==> src/rtl/alu_mul_ctrl.sv <==
// Sequencer for 16x16 shift-add multiply on a shared 16-bit ALU.
// Ports: start/signed_op/op_a/op_b in; ready/done/product out; alu_* ALU link.
module alu_mul_ctrl (
  input  logic        clk,
  input  logic        rst_n,
  input  logic        start,
  input  logic        signed_op,
  input  logic [15:0] op_a,
  input  logic [15:0] op_b,
  output logic        ready,
  output logic        done,
  output logic [31:0] product,
  output logic [15:0] alu_InA,
  output logic [15:0] alu_InB,
  output logic [3:0]  alu_Oper,
  output logic        alu_Cin,
  output logic        alu_invA,
  output logic        alu_invB,
  output logic        alu_sign,
  input  logic [15:0] alu_Out,
  input  logic        alu_CF
);

  typedef enum logic [2:0] {
    IDLE, NEGA, NEGB, MUL, NEGLO, NEGHI, DONE
  } state_t;

  state_t      state;
  logic [15:0] mcand;
  logic [15:0] acc_hi;
  logic [15:0] mplier_lo;
  logic [3:0]  cnt;
  logic        sgn;
  logic        neg;
  logic        borrow;
  logic [31:0] sh;

  // ALU sum plus carry, shifted right one place into {acc_hi, mplier_lo}
  assign sh = {alu_CF, alu_Out, mplier_lo[15:1]};

  assign alu_Oper = 4'b0000;
  assign alu_sign = 1'b0;
  assign alu_invB = 1'b0;

  always_comb begin
    alu_InA  = '0;
    alu_InB  = '0;
    alu_Cin  = 1'b0;
    alu_invA = 1'b0;
    unique case (state)
      NEGA: begin
        alu_InA  = mcand;
        alu_invA = mcand[15];
        alu_Cin  = mcand[15];
      end
      NEGB: begin
        alu_InA  = mplier_lo;
        alu_invA = mplier_lo[15];
        alu_Cin  = mplier_lo[15];
      end
      MUL: begin
        alu_InA = acc_hi;
        alu_InB = mplier_lo[0] ? mcand : '0;
      end
      NEGLO: begin
        alu_InA  = mplier_lo;
        alu_invA = neg;
        alu_Cin  = neg;
      end
      NEGHI: begin
        alu_InA  = acc_hi;
        alu_invA = neg;
        alu_Cin  = borrow;
      end
      default: ;
    endcase
  end

  always_ff @(posedge clk or negedge rst_n) begin
    if (!rst_n) begin
      state     <= IDLE;
      ready     <= 1'b1;
      done      <= 1'b0;
      product   <= '0;
      mcand     <= '0;
      acc_hi    <= '0;
      mplier_lo <= '0;
      cnt       <= '0;
      sgn       <= 1'b0;
      neg       <= 1'b0;
      borrow    <= 1'b0;
    end else begin
      unique case (state)
        IDLE: begin
          if (start) begin
            mcand     <= op_a;
            mplier_lo <= op_b;
            acc_hi    <= '0;
            cnt       <= '0;
            sgn       <= signed_op;
            neg       <= signed_op & (op_a[15] ^ op_b[15]);
            borrow    <= 1'b0;
            ready     <= 1'b0;
            state     <= signed_op ? NEGA : MUL;
          end
        end
        NEGA: begin
          mcand <= alu_Out;
          state <= NEGB;
        end
        NEGB: begin
          mplier_lo <= alu_Out;
          acc_hi    <= '0;
          state     <= MUL;
        end
        MUL: begin
          {acc_hi, mplier_lo} <= sh;
          cnt <= cnt + 4'd1;
          if (cnt == 4'd15) begin
            if (sgn) begin
              state <= NEGLO;
            end else begin
              product <= sh;
              done    <= 1'b1;
              state   <= DONE;
            end
          end
        end
        NEGLO: begin
          // carry out of the low half only occurs when negating zero
          mplier_lo <= alu_Out;
          borrow    <= alu_CF & neg;
          state     <= NEGHI;
        end
        NEGHI: begin
          acc_hi  <= alu_Out;
          product <= {alu_Out, mplier_lo};
          done    <= 1'b1;
          state   <= DONE;
        end
        DONE: begin
          done  <= 1'b0;
          ready <= 1'b1;
          state <= IDLE;
        end
        default: state <= IDLE;
      endcase
    end
  end

endmodule

==> config.mk <==
export PLATFORM = sky130hd
export DESIGN_NAME = alu_mul_ctrl
export DESIGN_NICKNAME = d
export VERILOG_FILES = /design/src/rtl/alu_mul_ctrl.sv
export SDC_FILE = /design/constraint.sdc
export NUM_CORES = 1
export LEC_CHECK = 0
export CAP_MARGIN = 20
export CORE_MARGIN = 2
export CORE_UTILIZATION = 50
export DETAILED_ROUTE_END_ITERATION = 16
export GPL_ROUTABILITY_DRIVEN = 0
export PLACE_DENSITY = 0.82
export SYNTH_ARGS = -nofsm -noshare
export SYNTH_HDL_FRONTEND = slang
export SYNTH_SLANG_ARGS = --single-unit
==> constraint.sdc <==
create_clock -name clk -period 2.7 [get_ports clk]
set_input_delay 0.405 -clock clk [delete_from_list [all_inputs] [get_ports clk]]
set_output_delay 0.405 -clock clk [all_outputs]
set_load 0.005 [all_outputs]
==> impl_metrics.env <==
export IMPL_dpl_hpwl_mm=10.8
export IMPL_synth_cells=509
export IMPL_finalMaxSlewViolations=0
export IMPL_max_slew_margin_pct=49.2
export IMPL_drtIter0Drc=242
export IMPL_post_route_period_util_pct=98.4
export IMPL_critPathLaunch="state[2]"
export IMPL_hold_viol=0
export IMPL_grt_max_degree=56
export IMPL_r2r_cells=5
export IMPL_fill_cells=785
export IMPL_syn2layout_area_growth_pct=31.0
export IMPL_track_usage_pct=27.5
export IMPL_p_sw_share_pct=39.4
export IMPL_nets=674
export IMPL_layout_common_cells="clkdlybuf4s50_1 (118), dfrtp_1 (89), mux2i_1 (61)"
export IMPL_powerDensity_nw_per_um2=1190
export IMPL_drt_pass1_iter_count=5
export IMPL_synthArstFlopShare_pct=100
export IMPL_avgSynthCellArea_um2=10.2
export IMPL_start_util_pct=51.0
export IMPL_seqPwrFrac_pct=32.1
export IMPL_clock_tree_htree_level_count=3
export IMPL_whs_ns=0.0962
export IMPL_arrival_ns=2.25
export IMPL_max_clock_freq_mhz=376
export IMPL_yosysWarnings=0
export IMPL_outcome="finished clean"
export IMPL_fp_dieW_um=106
export IMPL_p_switching_w=0.00320
export IMPL_clkLatencyLatePin_ns=0.38
export IMPL_yosys_top_cells_area="dfrtp_1 (44%), mux2i_1 (12%), mux2_2 (8.0%), a221o_1 (3.3%), o21ai_0 (3.3%)"
export IMPL_worst_setup_path_type="reg -> out"
export IMPL_via_count=4615
export IMPL_synth_top_area_share_pct=43.7
export IMPL_reg2reg_setup_slack_ns=0.33
export IMPL_antenna_found_initial=0
export IMPL_fin_skew_ns=0.0137
export IMPL_combPwrFrac_pct=57.3
export IMPL_hold_path_class="in -> async"
export IMPL_dr_wl_met3_mm=1.08
export IMPL_endpoint_kind="primary output"
export IMPL_ir_drop_uv=543
export IMPL_met1_length_mm=5.98
export IMPL_grt_overflow_total=0
export IMPL_ys_flop_type="dfrtp_1"
export IMPL_avgViaCountPerCell=6.06
export IMPL_cts_made_buffers=9
export IMPL_antenna_cells=0
export IMPL_cts_buffer_depth=2
export IMPL_yosysUniqueCellTypes=49
export IMPL_power_w=0.00813
export IMPL_cts_tree="yes"
export IMPL_met2_length_mm=7.73
export IMPL_required_ns=2.30
export IMPL_worst_pin_slew_ns=0.762
export IMPL_synth_edff_count=0
export IMPL_crit_reg2reg_launch="state[1]"
export IMPL_place_port_buffers=120
export IMPL_grt_first_pass_wirelength_mm=24.2
export IMPL_startpoint_type="flip-flop"
export IMPL_highest_layer="met4"
export IMPL_wl_per_cell_um=20.0
export IMPL_ant_nets=0
export IMPL_drc_errors=0
export IMPL_io_pins=127
export IMPL_synth_seq_area_share_pct=44.2
export IMPL_min_period_ns=2.66
export IMPL_synth_largest_area_cell="dfrtp_1"
export IMPL_clkPwrFrac_pct=10.6
export IMPL_core_um2=10200
export IMPL_layout_commonest_cell="clkdlybuf4s50_1"
export IMPL_core_rowCount=37
export IMPL_final_layout_size_suffix_gt1_share_pct=14.1
export IMPL_leakage_nw=3.08
export IMPL_hold_buffers=0
export IMPL_crit_fanout=10
export IMPL_dieArea_um2=11300
export IMPL_ctsRootBufferMaster="clkbuf_8"
export IMPL_finalSetupViolations=0
export IMPL_grt_pass1_vias=4631
export IMPL_synth_area_um2=5220
export IMPL_cts_sinks=92
export IMPL_cap_violations=0
export IMPL_synth_seq_cells=92
export IMPL_die_h_um=106
export IMPL_rr_endpoint="product[3]"
export IMPL_clkTransAtPathRegs_ns=0.10
export IMPL_endpoint="alu_InA[5]"
export IMPL_internal_power_w=0.00493
export IMPL_route_final_wire_length_mm=15.2
-- flip-flops by register name, indices dropped and copies added (netlist names) --
| register | cells |
|---|---|
| acc_hi | 16 |
| borrow | 1 |
| cnt | 4 |
| done | 1 |
| mcand | 16 |
| mplier_lo | 16 |
| neg | 1 |
| product | 32 |
| ready | 1 |
| sgn | 1 |
| state | 3 |
-- cells in the mapped netlist (all sizes together), types with 2 or more instances --
cell type / instances
o21bai: 2
mux2: 40
o311ai: 14
nor2: 22
or3: 3
a211o: 13
inv: 32
o22ai: 14
clkbuf: 26
nand2b: 4
buf: 25
nand3: 5
a221o: 17
dfrtp: 91
mux2i: 61
a22o: 3
xnor2: 2
a32o: 3
nand3b: 4
nand2: 35
o21ai: 35
o21a: 2
and3: 16
a221oi: 2
a21oi: 19
nor3b: 2
-- final cells by class --
| cell class | instances | area (um^2) | share of cell area, % |
|---|---|---|---|
| repair buffers | 146 | 1480 | 21.6 |
| inverters | 33 | 124 | 1.81 |
| clock inverters | 4 | 25.0 | 0.366 |
| clock buffers | 12 | 145 | 2.12 |
| flip-flops and latches | 92 | 2310 | 33.8 |
| well taps | 136 | 170 | 2.49 |
| multi-input cells | 338 | 2580 | 37.8 |
-- worst min path at each step --
stage / to / from
4_1_cts: acc_hi[11] / rst_n
3_3_place_gp: borrow / borrow
6_report: acc_hi[11] / rst_n
3_5_place_dp: borrow / borrow
2_1_floorplan: acc_hi[0] / rst_n
5_1_grt: acc_hi[11] / rst_n
-- power by group through the flow --
stage | clock, W | combinational [W] | sequential, W
2_1_floorplan | 0 | 0.00265 | 0.00245
3_3_place_gp | 0 | 0.00436 | 0.00258
3_5_place_dp | 0 | 0.00449 | 0.00262
4_1_cts | 0.000867 | 0.00454 | 0.00261
5_1_grt | 0.000920 | 0.00503 | 0.00269
6_report | 0.000861 | 0.00466 | 0.00261
-- per-stage QoR --
stage	util [%]	cells	setup slack [ns]	instance area, um^2	setup TNS [ns]
2_1_floorplan	-	514	0.812	5240	0
3_3_place_gp	64.1	740	0.431	6560	0
3_5_place_dp	64.1	740	0.367	6560	0
4_1_cts	65.9	756	0.00188	6740	0
5_1_grt	66.8	761	-0.0211	6830	-0.0324
6_report	66.8	761	0.0435	6830	0
-- kinds of logic after synthesis --
family                     synth area share [%]
buffers and inverters                      7.39
DFF                                        44.2
and+or+nand+nor                            9.09
muxes                                      20.3
xor gates and xnor gates                  0.504
adders and majority gates                 0.240
AOI/OAI and AO/OA                          18.2
other                                    0.0719
-- timing repair --
action | in CTS | in global routing
pin swaps | 1 | 2
gates resized for setup | 3 | 4
cloned | 0 | 2
buffers inserted | 0 | 3
endpoints found under the setup margin | 8 | 17
-- metal layers --
| metal | global-route usage, % | vias up |
|---|---|---|
| li1 | - | 2058 |
| met4 | 11.3 | 0 |
| met1 | 34.9 | 2294 |
| met2 | 46.7 | 230 |
| met3 | 4.41 | 33 |
| met5 | 0 | - |
-- worst max-delay path, cell delays in order (launching register included) --
cell and delay, ns:
dfrtp_2 0.41, buf_4 0.17, nor3b_4 0.23, buf_4 0.19, buf_12 0.13, nand2_1 0.05, o21ai_0 0.11, clkdlybuf4s50_1 0.57
Note: power is estimated with default switching activity, not from simulation.
